<file path="src/rtl/pueo_pattern_gen.sv">
// Channel-data stimulus generator for the aclk domain: zero / ramp / constant / periodic
// impulse patterns plus manual and automatic trigger-time strobes.
//
// state | meaning
// ------+--------------------------------------------------------------
// IDLE  | outputs zero, config tracks inputs, counters at their seeds
// RUN   | one beat per edge from latched config; counters advance
module pueo_pattern_gen #(
   parameter int NCHAN     = 8,
   parameter int NSAMP     = 8,
   parameter int NBITS     = 12,
   parameter int RAMP_BITS = 8,
   parameter int TAG_MOD   = 4,
   parameter int TBITS     = 16
) (
   input  logic                         aclk_i,
   input  logic                         aclk_rst_i,
   input  logic                         run_i,
   input  logic [1:0]                   mode_i,
   input  logic [NBITS-1:0]             const_i,
   input  logic [15:0]                  pulse_period_i,
   input  logic [$clog2(NSAMP)-1:0]     pulse_pos_i,
   input  logic [NBITS-1:0]             pulse_amp_i,
   input  logic                         trig_req_i,
   input  logic [TBITS-1:0]             trig_time_req_i,
   output logic [NCHAN*NSAMP*NBITS-1:0] ch_dat_o,
   output logic                         ch_valid_o,
   output logic [TBITS-1:0]             trig_time_o,
   output logic                         trig_time_valid_o,
   output logic                         trig_err_o
);

   localparam int POSW = $clog2(NSAMP);
   localparam logic [1:0] M_ZERO  = 2'd0;
   localparam logic [1:0] M_RAMP  = 2'd1;
   localparam logic [1:0] M_CONST = 2'd2;
   localparam logic [1:0] M_PULSE = 2'd3;

   typedef enum logic {ST_IDLE, ST_RUN} state_t;

   state_t               state;
   logic [1:0]           mode_q;
   logic [NBITS-1:0]     const_q;
   logic [15:0]          per_q;
   logic [POSW-1:0]      pos_q;
   logic [NBITS-1:0]     amp_q;
   logic [TBITS-1:0]     scnt_q;
   logic [RAMP_BITS-1:0] rb_q;
   logic [15:0]          pcnt_q;

   logic [1:0]           eff_mode;
   logic [NBITS-1:0]     eff_const;
   logic [15:0]          eff_per;
   logic [15:0]          per_m1;
   logic [POSW-1:0]      eff_pos;
   logic [NBITS-1:0]     eff_amp;
   logic [TBITS-1:0]     beat_scnt;
   logic [RAMP_BITS-1:0] beat_rb;
   logic [15:0]          beat_pcnt;
   logic                 pulse_beat;
   logic [NCHAN*NSAMP*NBITS-1:0] dat_nxt;
   logic [NBITS-1:0]     smp_v;
   logic [RAMP_BITS-1:0] lo_v;

   // In IDLE the beat about to be written is beat 0, built straight from the inputs.
   always_comb begin
      eff_mode  = (state == ST_IDLE) ? mode_i         : mode_q;
      eff_const = (state == ST_IDLE) ? const_i        : const_q;
      eff_per   = (state == ST_IDLE) ? pulse_period_i : per_q;
      eff_pos   = (state == ST_IDLE) ? pulse_pos_i    : pos_q;
      eff_amp   = (state == ST_IDLE) ? pulse_amp_i    : amp_q;
      per_m1    = (eff_per == 16'd0) ? 16'd0 : eff_per - 16'd1;
      beat_scnt = (state == ST_IDLE) ? '0 : scnt_q;
      beat_rb   = (state == ST_IDLE) ? '0 : rb_q;
      beat_pcnt = (state == ST_IDLE) ? per_m1 : pcnt_q;
      pulse_beat = (eff_mode == M_PULSE) && (beat_pcnt == 16'd0);
   end

   always_comb begin
      dat_nxt = '0;
      smp_v   = '0;
      lo_v    = '0;
      for (int c = 0; c < NCHAN; c++) begin
         for (int s = 0; s < NSAMP; s++) begin
            lo_v = beat_rb + RAMP_BITS'(s);
            case (eff_mode)
               M_RAMP:  smp_v = (NBITS'(c % TAG_MOD) << RAMP_BITS) | NBITS'(lo_v);
               M_CONST: smp_v = eff_const;
               M_PULSE: smp_v = (pulse_beat && (POSW'(s) == eff_pos)) ? eff_amp : '0;
               default: smp_v = '0;
            endcase
            dat_nxt[NBITS*NSAMP*c + NBITS*s +: NBITS] = smp_v;
         end
      end
   end

   always_ff @(posedge aclk_i) begin
      if (aclk_rst_i) begin
         state             <= ST_IDLE;
         mode_q            <= '0;
         const_q           <= '0;
         per_q             <= '0;
         pos_q             <= '0;
         amp_q             <= '0;
         scnt_q            <= '0;
         rb_q              <= '0;
         pcnt_q            <= '0;
         ch_dat_o          <= '0;
         ch_valid_o        <= 1'b0;
         trig_time_o       <= '0;
         trig_time_valid_o <= 1'b0;
         trig_err_o        <= 1'b0;
      end else begin
         trig_time_valid_o <= 1'b0;
         trig_err_o        <= 1'b0;
         if (run_i) begin
            state <= ST_RUN;
            if (state == ST_IDLE) begin
               mode_q  <= mode_i;
               const_q <= const_i;
               per_q   <= pulse_period_i;
               pos_q   <= pulse_pos_i;
               amp_q   <= pulse_amp_i;
            end
            ch_dat_o   <= dat_nxt;
            ch_valid_o <= 1'b1;
            scnt_q     <= beat_scnt + TBITS'(NSAMP);
            rb_q       <= beat_rb + RAMP_BITS'(NSAMP);
            pcnt_q     <= (beat_pcnt == 16'd0) ? per_m1 : beat_pcnt - 16'd1;
         end else begin
            state      <= ST_IDLE;
            scnt_q     <= '0;
            rb_q       <= '0;
            pcnt_q     <= '0;
            ch_dat_o   <= '0;
            ch_valid_o <= 1'b0;
         end

         // Auto pulse owns the strobe; a coincident manual request is reported as dropped.
         if (run_i && pulse_beat) begin
            trig_time_valid_o <= 1'b1;
            trig_time_o       <= (beat_scnt + TBITS'(eff_pos)) & ~TBITS'(3);
            trig_err_o        <= trig_req_i;
         end else if (trig_req_i) begin
            if (trig_time_req_i[1:0] == 2'b00) begin
               trig_time_valid_o <= 1'b1;
               trig_time_o       <= trig_time_req_i;
            end else begin
               trig_err_o <= 1'b1;
            end
         end
      end
   end

endmodule
</file>
<file path="config.mk">
export PLATFORM = sky130hd
export DESIGN_NAME = pueo_pattern_gen
export DESIGN_NICKNAME = d
export VERILOG_FILES = /design/src/rtl/pueo_pattern_gen.sv
export SDC_FILE = /design/constraint.sdc
export NUM_CORES = 1
export LEC_CHECK = 0
export ABC_AREA = 1
export CORE_AREA = 2 2 331 333
export CTS_CLUSTER_DIAMETER = 120
export DETAILED_ROUTE_END_ITERATION = 6
export DIE_AREA = 0 0 333 335
export MAX_ROUTING_LAYER = met4
export PLACE_DENSITY_LB_ADDON = 0.15
export SYNTH_ARGS = -nofsm -noshare
export SYNTH_HDL_FRONTEND = slang
export SYNTH_SLANG_ARGS = --single-unit
</file>
<file path="constraint.sdc">
create_clock -name aclk_i -period 4.1 [get_ports aclk_i]
set_input_delay 1.23 -clock aclk_i [delete_from_list [all_inputs] [get_ports aclk_i]]
set_output_delay 1.23 -clock aclk_i [all_outputs]
set_load 0.02 [all_outputs]
</file>
==> results of run 1 <==
==> repair_timing <==
action                                  in CTS  in global routing
endpoints found under the setup margin       0                 15
gates resized for setup                      0                  1
buffers inserted                             0                  2
==> layout make-up <==
type	count	area [um2]	area share [%]
Timing Repair Buffer	991	9660	41.5
Inverter	227	856	3.68
Sequential cell	216	4330	18.6
Antenna cell	4	10.0	0.0430
Tap cell	1414	1770	7.61
Clock buffer	41	863	3.71
Multi-Input combinational cell	1169	5590	24.0
Clock inverter	16	179	0.769
==> kinds of logic (layout without fill, tap and decap cells) <==
family	after synthesis	in the layout	share of synthesized area, %
simple gates	819	819	21.7
xor+xnor	26	26	1.42
other cells	0	4	0
compound gates	308	308	10.3
buf+inv	960	1275	38.4
fa+ha+maj	16	16	1.24
flops	216	216	26.9
==> synth_stat cells <==
cell type	n	area [um2]
a21oi_1	152	761
nor3b_1	2	15.0
o211ai_1	2	15.0
a21oi_2	14	123
o21ai_1	15	75.1
nor2_1	163	612
o21bai_1	1	7.51
ha_1	16	200
and2_1	1	6.26
clkbuf_1	41	154
nand4_1	27	169
buf_1	7	26.3
nor4_1	1	6.26
inv_1	224	841
o21ai_2	2	17.5
buf_2	16	80.1
nor3_1	10	50.1
nand3_4	1	17.5
a311o_1	2	20.0
dfxtp_1	216	4320
nand3_1	56	280
a211oi_1	4	30.0
nor2_4	15	169
nand3_2	5	50.1
or2_2	9	56.3
buf_4	657	4930
a32oi_1	1	8.76
o21ai_0	101	505
and3_1	2	12.5
inv_2	3	11.3
nand2_4	1	11.3
nand2_1	499	1870
buf_6	12	135
nor2_2	10	62.6
a311oi_1	1	8.76
o21a_1	1	7.51
xnor2_1	3	26.3
xor2_1	23	201
a31oi_1	12	75.1
nand2_2	17	106
==> metal layers <==
| layer | part of all wire (%) | track usage [%] |
|---|---|---|
| met2 | 48 | 23.2 |
| met3 | 4.7 | 2.21 |
| met5 | 0 | - |
| met1 | 45 | 17.7 |
| met4 | 1.7 | 2.70 |
==> registers in the layout, indices dropped and copies added, names as in the netlist, 8 cells and up <==
signal,cells
trig_time_o,16
const_q,12
amp_q,12
pcnt_q,16
rb_q,8
per_q,16
scnt_q,16
ch_dat_o,112
==> stage by stage <==
stage | setup TNS [ns] | setup WS (ns) | instance area, um2 | utilization [%]
2_1_floorplan | 0 | 0.408 | 16100 | -
3_3_place_gp | -32.48 | -0.362 | 22200 | 20.5
3_5_place_dp | -37.38 | -0.400 | 22200 | 20.5
4_1_cts | 0 | 0.226 | 23200 | 21.5
5_1_grt | -0.00903 | -0.00903 | 23200 | 21.5
6_report | 0 | 0.274 | 23300 | 21.5
==> worst max-delay path by stage <==
stage               endpoint               from
3_3_place_gp   ch_dat_o[761]  pulse_period_i[1]
5_1_grt        ch_dat_o[729]  pulse_period_i[0]
2_1_floorplan     pcnt_q[13]  pulse_period_i[0]
6_report       ch_dat_o[729]  pulse_period_i[1]
4_1_cts        ch_dat_o[729]  pulse_period_i[1]
3_5_place_dp   ch_dat_o[729]  pulse_period_i[1]
==> power groups by stage <==
stage                     combinational, mW  clock, mW  sequential (mW)
after floorplan                       0.907          0             2.34
after detailed placement               1.53          0             2.36
final                                  1.51       2.78             2.30
after global routing                   1.63       2.96             2.32
after CTS                              1.54       2.89             2.31
after global placement                 1.55          0             2.36
==> flow_summary.toml, run 1 <==
[status]
outcome = "finished, final reports clean"

[synth]
synth_fp_nets = 2426
avgSynthCellArea_um2 = 6.86
syn_inst = 2345
ys_warn_count = 0
synth.distinct_cells = 40
syn_area_mm2 = 0.0161
synth_seq_cells = 216
ys_seq_area_share_pct = 26.9

[timing]
fin_crit_sh_pct = 93.3
clock_skew_ns = 0.0134
slew_violations = 0
hold_viol = 0
grt_setup_unrepaired = "yes"
setup_violations = 0
fin_crit_ns = 3.83
clock.fmax_mhz = 261
worst_pin_slew_ns = 1.02
slew_headroom_pct = 32.3
timing.hold.ws_ns = 0.451

[power_and_ir_drop]
combPwrFrac_pct = 23.0
power_mw = 6.60
power_switching_mw = 2.10
p_int_mw = 4.49
leakage_nw = 9.27
switching_share_pct = 31.9
p_seq_share_pct = 34.9
peakVddDrop_v = 0.000293
p_per_area_mw_per_mm2 = 284
clkPwrFrac_pct = 42.1

[route]
drt-initial-drc-count = 657
dr.pass1.iters = 5
wl_um = 80100
antenna_left = 0
via_per_inst = 3.54
via_count = 14427
drcViolationCount = 0
wl_per_cell_um = 19.6

[worst_setup_path]
r2r_start = "state"
startpoint_type = "input port"
crit_chain = "clkdlybuf4s50_1, inv_1, nand2_1, nand2_2, ha_2, nand3_1, nor2_2, nand2_2, nand2_1, o21ai_0, inv_1, ha_1, nand3_1, nor2_1, nand3_1, nor2_4, nand2_4, nor2_4, buf_4, nand2_1, nand2_1, nand2_1, nand2_1"
critPathMaxStageDelay_ns = 0.40
rrSetupSlack_ns = 0.55
r2r-end = "ch_dat_o[729]"
crit_arrival_ns = 4.33
critPathMaxFanout = 8
crit_family = "simple AND/OR/NAND/NOR gates"
cp.required_ns = 4.61
crit_buf_inv = 4
slowest_stage = "clkdlybuf4s50_1"
endpoint_kind = "flip-flop"
cp_num_cells = 23
crit_top_cell = "nand2_1"
worstSetupPathType = "in2reg"
reg2regPathDepth = 22

[grt]
grt_max_degree = 85
antenna_found_initial = 4
grt_pass1_wl_um = 109000
grt_pass1_vias = 13844
overflow = 0
track_usage_pct = 13.9

[die]
io_pins = 852
initial_core_util_pct = 14.9
dieArea_mm2 = 0.112
core-area_mm2 = 0.108
die_x_um = 333
die_h_um = 335
rows = 121

[clock_network]
cts_tree = "done"
clk_latency_ns = 0.59
htreeDepth = 1
cts_max_path_buffers = 3
clk_transition_reported_paths_ns = 0.06
numCtsBuffers = 31
cts_num_sinks = 216
hold_buffers = 0
clock-root-buffer = "clkbuf_16"

[finish]
nNetsFinal = 2717
final_cell_count_no_fill = 4078
syn_to_final_growth_pct = 44.6
fill_cells = 12063
final_common_cell = "clkdlybuf4s50_1"
drive_gt1_share_pct = 10.4
most-common-layout-cells = "clkdlybuf4s50_1, nand2_1, inv_1, dfxtp_1, nor2_1"

[place]
gp_congestion = 0.796
port_buffers = 851
dp_cells = 4015
dp_hpwl_um = 65600

[min_path]
whs_path_depth = 1
holdCritPathClass = "reg2reg"
hold_start = "scnt_q[8]"
hold_end = "scnt_q[8]"

[run]
drv_cap = 0
Power figures use the tool's default switching activity.
==> run 2: changes to the inputs <==
==> constraint.sdc (replaced) <==
create_clock -name aclk_i -period 4.1 [get_ports aclk_i]
set_input_delay 1.23 -clock aclk_i [delete_from_list [all_inputs] [get_ports aclk_i]]
set_output_delay 1.23 -clock aclk_i [all_outputs]
set_load 0.1 [all_outputs]
==> flow_summary.toml, run 2 (synthesized netlist as in run 1, its figures left out) <==
[status]
outcome = "finished, final reports clean"

[worst_setup_path]
critPathMaxStageDelay_ns = 0.39
cp-startpoint = "pulse_period_i[0]"
cp.required_ns = 4.60
r2r_start = "state"
startpoint_type = "input port"
endpoint = "ch_dat_o[708]"
critPathMaxFanout = 8
slowest_stage = "clkdlybuf4s50_1"
crit_chain = "clkdlybuf4s50_1, inv_1, nand2_1, nand2_2, ha_1, nand3_1, nor2_2, nand2_2, nand2_1, o21ai_0, inv_1, ha_1, nand3_1, nor2_1, nand3_1, nor2_4, nand2_4, nor2_4, buf_4, nand2_1, a21oi_1"
worstSetupPathType = "in2reg"
rrSetupSlack_ns = 0.66
reg2regPathDepth = 20
crit_arrival_ns = 4.30
r2r-end = "ch_dat_o[708]"
endpoint_kind = "flip-flop"

[clock_network]
cts_resized = 0
clk_transition_reported_paths_ns = 0.06
cts_setup_buffers = 0
clk_latency_ns = 0.59
cts_num_sinks = 216
clock-root-buffer = "clkbuf_16"
numCtsBuffers = 31
hold_buffers = 0
htreeDepth = 1
cts_tree = "done"
cts_max_path_buffers = 3

[power_and_ir_drop]
p_seq_share_pct = 30.0
clkPwrFrac_pct = 34.3
switching_share_pct = 43.7
power_switching_mw = 3.37
peakVddDrop_v = 0.000273
p_per_area_mw_per_mm2 = 359
combPwrFrac_pct = 35.7
leakage_nw = 10.6
p_int_mw = 4.33

[die]
initial_core_util_pct = 14.9
core-area_mm2 = 0.108
io_pins = 852
die_h_um = 335
die_x_um = 333
dieArea_mm2 = 0.112
rows = 121

[finish]
largest_register_ffs = 112
nNetsFinal = 2712
syn_to_final_growth_pct = 33.4
final_common_cell = "buf_4"
most-common-layout-cells = "buf_4, nand2_1, inv_1, dfxtp_1, nor2_1"
drive_gt1_share_pct = 36.0
regMostFlops = "ch_dat_o"

[timing]
worst_pin_slew_ns = 1.03
clock.fmax_mhz = 263
slew_violations = 0
setup_violations = 0
hold_viol = 0
timing.hold.ws_ns = 0.447
setup_ws_ns = 0.304
clock_skew_ns = 0.0115
slew_headroom_pct = 31.1
grt_setup_unrepaired = "no"
finalSetupTns_ns = 0
fin_crit_ns = 3.80
fin_crit_sh_pct = 92.6

[grt]
grt_pass1_vias = 13616
grtUsageMet2_pct = 22.8
grt-busiest-layer = "met2"
grt.met3_usage_pct = 2.05
overflow = 0
grt_max_degree = 66
antenna_found_initial = 6
grt_util_met1_pct = 17.8
track_usage_pct = 13.7
grt_pass1_wl_um = 108000

[route]
via_per_inst = 3.53
dr.pass1.iters = 4
via_count = 14368
wl_um = 79000
drcViolationCount = 0
drt-initial-drc-count = 607
antenna_left = 0
wl_per_cell_um = 19.4

[place]
dp_hpwl_um = 64700
gp_congestion = 0.788
port_buffers = 851
dpl_worst_slack_ns = -0.375

[min_path]
holdCritPathClass = "reg2reg"

[run]
drv_cap = 0
run 2: cell count changes in the layout (fill, tap and decap cells not counted), sizes merged:
| cell | before | now |
|---|---|---|
| buf | 142 | 825 |
| clkdlybuf4s50 | 849 | 161 |
| inv | 229 | 227 |
| clkinvlp | 3 | 1 |
| diode | 4 | 1 |
| bufinv | 3 | 1 |
| clkbuf | 41 | 44 |
run 2: final cells by class:
type | instances | area, um2
clock inverter | 10 | 81.3
fill | 12249 | 86600
antenna | 1 | 2.50
inverter | 227 | 856
timing repair buffer | 986 | 7930
clock buffer | 44 | 905
tap | 1414 | 1770
sequential | 216 | 4330
multi-input combinational | 1169 | 5590
run 2: critical path, delay by kind of cell:
| kind | cells | cell delay [ns] |
|---|---|---|
| buffers and inverters | 4 | 0.76 |
| AND/OR/NAND/NOR | 13 | 1.59 |
| AO/OA/AOI/OAI | 2 | 0.28 |
| adder cells (fa/ha/maj) | 2 | 0.42 |
run 2: worst min path at each step:
stage                         start        end  slack, ns  depth (start not counted)
final                     scnt_q[8]  scnt_q[8]       0.45                          1
after global routing      mode_q[0]  mode_q[0]       0.49                          2
after CTS                 scnt_q[8]  scnt_q[8]       0.45                          1
after global placement    scnt_q[2]  scnt_q[2]       0.44                          2
after floorplan           scnt_q[8]  scnt_q[8]       0.42                          1
after detailed placement  scnt_q[8]  scnt_q[8]       0.44                          1
run 2: per-layer routing:
metal | routed length, um | part of all wire, %
met2 | 38100 | 48
met1 | 36500 | 46
met5 | 0 | 0
met4 | 808 | 1.0
met3 | 3600 | 4.6
run 2: power by group through the flow:
stage	clock network [mW]	registers (mW)	logic, mW
final	2.64	2.31	2.75
after global routing	2.83	2.33	2.88
after CTS	2.77	2.32	2.78
after detailed placement	0	2.36	2.77
after global placement	0	2.36	2.79
after floorplan	0	2.57	1.99
run 2: metrics by stage:
| stage | util (%) | cell area, um2 | total power [mW] | std cells |
|---|---|---|---|---|
| after detailed placement | 18.9 | 20500 | 5.14 | 4012 |
| final | 19.8 | 21500 | 7.70 | 4067 |
| after CTS | 19.8 | 21500 | 7.87 | 4066 |
| after global routing | 19.8 | 21500 | 8.03 | 4067 |
| after floorplan | - | 16100 | 4.56 | 2345 |
| after global placement | 18.9 | 20500 | 5.15 | 4012 |
==> RTL change 1 (settings of run 1) <==
Change the parameter `NCHAN` from 8 to 10.
--- a/src/rtl/pueo_pattern_gen.sv
+++ b/src/rtl/pueo_pattern_gen.sv
@@ -6,7 +6,7 @@
 // IDLE  | outputs zero, config tracks inputs, counters at their seeds
 // RUN   | one beat per edge from latched config; counters advance
 module pueo_pattern_gen #(
-   parameter int NCHAN     = 8,
+   parameter int NCHAN     = 10,
    parameter int NSAMP     = 8,
    parameter int NBITS     = 12,
    parameter int RAMP_BITS = 8,
Interface: changed (resized ch_dat_o); port bits go from 852 to 1044. No check against the original RTL was run, so the function may have changed too.
==> RTL change 1 against run 1 <==
- sequential cell count stayed put
- worst setup slack worse by 25 ps
- global-route usage increased by 2.9 points
- largest power group unchanged
- die area unchanged
- first-iteration DRC count is 19% higher
- via count increased by 8.0%
- count of clock-buffer cells in the layout decreased by 7
- wire length increased by 22%
- total power rose by 0.74%
- synthesized area rose by 8.1%
- cell area rose by 8.1%
- register-to-register slack better by 80 ps
==> RTL change 1: results (changes against run 1) <==
metric	value	unit	change
status	finished, final reports clean		
crit path from	pulse_period_i[0]		
via count	15600		+8.0%
Synth area leaders	buf_4 37%, dfxtp_1 25%, nand2_1 9.3%		
P_leak	10.3	nW	+11%
Non-clock buffer share	46.2	%	+4.7 points
share of cells above drive strength 1	10.2	%	-0.22 points
Worst-Margin Slew	1090	ps	+77.4 ps
Final #Nets	2865		+5.4%
count of plain and timing-repair buffers	1190		+20%
placed cell count	4164		+3.7%
GRT met1 Usage	22.0	%	+4.4 points
metal2 WL	46300	um	+20%
Arr. time, crit path	4350	ps	+20 ps
crit-path max FO	7		-1
Place WS	-290	ps	+110 ps
dpl cell area	24000	um^2	+8.3%
Clk. pwr	2.67	mW	-4%
Routed met1 length	44800	um	+23%
Hold EP	trig_time_o[0]		
drt wl/cell	23.1	um	+18%
hold path start	trig_time_o[0]		
vias in the first global route	14700		+6.4%
clkbuf count	34		-17%
Area Overhead vs Synth	44.6	%	about the same
multi-input combinational area share	22.4	%	-1.7 points
drt total wl	97900	um	+22%
first-pass GRT wire length	128000	um	+17%
clk tree area frac	3.89	%	-0.59 points
hold slack	451	ps	+0.360 ps
synth unique cells	42		+5.0%
worst setup path end	ch_dat_o[892]		
Synth top cells by count	851 x buf_4, 431 x nand2_1, 216 x dfxtp_1		
hold path depth	2		+1
Worst Skew	37.9	ps	+24.4 ps
R2R setup slack	630	ps	+80 ps
Signal inverters	204		-10%
met3 Use GR	2.55	%	+0.34 points
initial DRC count	780		+19%
antenna violations before repair	17		+13
GRT Overall Usage	16.8	%	+2.9 points
[RTL change 1: changes by cell type after synthesis, sizes merged, moves of 4 or more]
cell	before	now
a21oi	166	161
a31oi	12	6
buf	692	877
clkbuf	41	37
inv	227	203
nand2	517	460
nand3	62	86
nand4	27	16
nor2	188	214
nor3	10	16
o211ai	2	15
o21ai	118	104
[RTL change 1: critical path: stages]
cell and delay (ps):
clkdlybuf4s50_1 420, inv_1 60, nand2_1 50, nand2_1 90, ha_1 190, nand3_2 90, nor2_1 110, nand2_1 120
nand2_1 110, nand2_1 50, o21ai_0 120, ha_1 240, nand3_2 100, nor2_4 170, nand2_1 80, nor2_1 110
nand2_2 100, nor2_8 170, nand2_4 190, nor2_8 200, buf_12 140, nand2_1 50, a21oi_1 150
[RTL change 1: kinds of logic after synthesis]
kind of cell | synth area share [%]
buffers and inverters | 43.0
and+or+nand+nor | 20.7
AOI/OAI and AO/OA | 9.00
DFF | 24.9
xor gates and xnor gates | 1.36
adders and majority gates | 1.08
==> RTL change 2 (flow settings as in run 1) <==
Without the edit above. Register the input `pulse_period_i` before use, with the module's reset. The logic sees it one clock later. The other inputs are not delayed to match.
--- a/src/rtl/pueo_pattern_gen.sv
+++ b/src/rtl/pueo_pattern_gen.sv
@@ -38,6 +38,16 @@
 
    typedef enum logic {ST_IDLE, ST_RUN} state_t;
 
+   logic [15:0] pulse_period_q;
+
+   always_ff @(posedge aclk_i) begin
+      if (aclk_rst_i) begin
+         pulse_period_q <= '0;
+      end else begin
+         pulse_period_q <= pulse_period_i;
+      end
+   end
+
    state_t               state;
    logic [1:0]           mode_q;
    logic [NBITS-1:0]     const_q;
@@ -66,7 +76,7 @@
    always_comb begin
       eff_mode  = (state == ST_IDLE) ? mode_i         : mode_q;
       eff_const = (state == ST_IDLE) ? const_i        : const_q;
-      eff_per   = (state == ST_IDLE) ? pulse_period_i : per_q;
+      eff_per   = (state == ST_IDLE) ? pulse_period_q : per_q;
       eff_pos   = (state == ST_IDLE) ? pulse_pos_i    : pos_q;
       eff_amp   = (state == ST_IDLE) ? pulse_amp_i    : amp_q;
       per_m1    = (eff_per == 16'd0) ? 16'd0 : eff_per - 16'd1;
@@ -118,7 +128,7 @@
             if (state == ST_IDLE) begin
                mode_q  <= mode_i;
                const_q <= const_i;
-               per_q   <= pulse_period_i;
+               per_q   <= pulse_period_q;
                pos_q   <= pulse_pos_i;
                amp_q   <= pulse_amp_i;
             end
Check against the original RTL: not equivalent (Yosys sat finds a counterexample within 4 cycles, from zero or initial values and one cycle with aclk_rst_i high).
==> RTL change 2 against run 1 <==
- via count rose by 2.1%
- synthesized cell count up 0.90%
- worst setup slack better by 410 ps
- synthesized area is 3.3% higher
- die area did not move
- critical path type is now reg -> reg
- final cell count fell by 1.7%
- largest cell class unchanged
- hold slack about the same
- cell area barely moved
- core utilization about the same
- sequential cell count up 16
- total power up 4.7%
- wire length grew 2.0%
==> RTL change 2: results (changes against run 1) <==
metric	value	unit	change
Worst R2R End	ch_dat_o[755]		
Skew-Pair Late Insertion Delay	550	ps	-40 ps
hold path depth	2		+1
drt wl/cell	20.4	um	+3.8%
Syn Nets	2447		+0.87%
hold slack	451	ps	+0.329 ps
largest net degree at the start of global routing	61		-28%
hold path start	trig_time_o[1]		
antenna violations before repair	16		+12
Arr. time, crit path	3860	ps	-470 ps
critical path's slowest cell	dfxtp_2		
Place WS	429	ps	+829 ps
critical path's top delay family	simple AND/OR/NAND/NOR gates		
placed cell count	3940		-1.9%
Adder-Cell Fraction of Synth Area	1.21	%	-0.040 points
share of cells above drive strength 1	6.97	%	-3.4 points
synthesized area per cell	7.02	um^2	+2.4%
dpl cell area	22100	um^2	-0.38%
GRT Overall Usage	14.3	%	+0.40 points
Finished Layout Cells	4007		-1.7%
Synth Area in Compound Gates	9.26	%	-1.0 points
met2 usage	22.7	%	-0.56 points
htree depth	2		+1
Post-Synth XOR/XNOR Area	1.69	%	+0.27 points
Worst Skew	34.9	ps	+21.5 ps
Peak VDD IR	216	uV	-26%
status	finished, final reports clean		
Routed met1 length	37200	um	+2.4%
Synth area leaders	buf_4 30%, dfxtp_1 28%, nand2_1 9.3%		
uppermost layer routed	met4		
crit-path max FO	27		+19
slew margin rel.	36.4	%	+4.1 points
synth unique cells	43		+7.5%
Psw	2.19	mW	+4.0%
metal2 WL	37800	um	-2.0%
vias in the first global route	14000		+0.90%
number of port buffers	851		unchanged
crit-path max cell delay	400	ps	about the same
Seq/Total Area, Yosys	28.0	%	+1.1 points
Fillers	12100		+0.49%
R2R depth	19		-14%
DP Wirelength	65800	um	+0.38%
gpl congestion	0.801		+0.59%
initial DRC count	876		+33%
first-pass GRT wire length	112000	um	+2.6%
Synth top cells by count	665 x buf_4, 410 x nand2_1, 232 x dfxtp_1		
Top FF cell, synth	dfxtp_1		
R2R setup slack	680	ps	+130 ps
sequential cell area	4650	um^2	+7.3%
PwrDens	297	nW/um^2	+4.8%
Hold EP	trig_time_o[1]		
CTS Buf Count	34		+9.7%
DR pass1 iterations	6		+1
GRT met1 Usage	18.5	%	+0.80 points
Vias/cell	3.68		+3.9%
wire length on met3	5910	um	+55%
met3 Use GR	3.90	%	+1.7 points
Final setup viols	0		unchanged
Final #Nets	2643		-2.7%
-- RTL change 2: final cells by class --
class	count	area share, %
antenna	12	0.129
clock buffer	45	4.23
clock inverter	10	0.522
inverter	228	3.71
multi-input combinational	1149	24.7
sequential	232	20.0
tap	1414	7.61
timing repair buffer	917	39.1
-- RTL change 2: worst reg2reg max path, stage by stage, from the launching register on --
cell,delay [ps]
dfxtp_2,400
inv_4,280
nand2_1,130
nand2_2,130
ha_1,200
nand3_2,120
buf_4,180
nor2_2,200
nand2_1,90
nand2_1,60
nand2_1,90
nand3_1,80
nand2_1,90
nor2_1,150
nand3_1,140
nor2_4,180
buf_12,180
buf_4,310
nand4_1,120
a21oi_1,170
-- RTL change 2: cells by family after synthesis --
logic type / Yosys count
buffers and inverters: 985
AND/OR/NAND/NOR: 818
AO/OA/AOI/OAI: 283
flip-flops: 232
XOR/XNOR: 32
adder cells (fa/ha/maj): 16
-- RTL change 2: how the worst max path moves through the flow --
stage	to	startpoint	cells past startpoint	slack (ps)
2_1_floorplan	trig_time_o[8]	state	20	910
3_3_place_gp	trig_time_o[14]	pulse_pos_i[1]	13	440
3_5_place_dp	trig_time_o[14]	pulse_pos_i[1]	13	430
4_1_cts	ch_dat_o[755]	state	19	620
5_1_grt	ch_dat_o[766]	state	19	260
6_report	ch_dat_o[755]	state	19	680
-- RTL change 2: power by group through the flow --
stage	Clock, mW	Combinational [mW]	Sequential (mW)
final	2.96	1.49	2.46
after global routing	3.17	1.60	2.48
after CTS	3.09	1.51	2.47
after detailed placement	0	1.51	2.52
after global placement	0	1.52	2.52
after floorplan	0	0.940	2.49
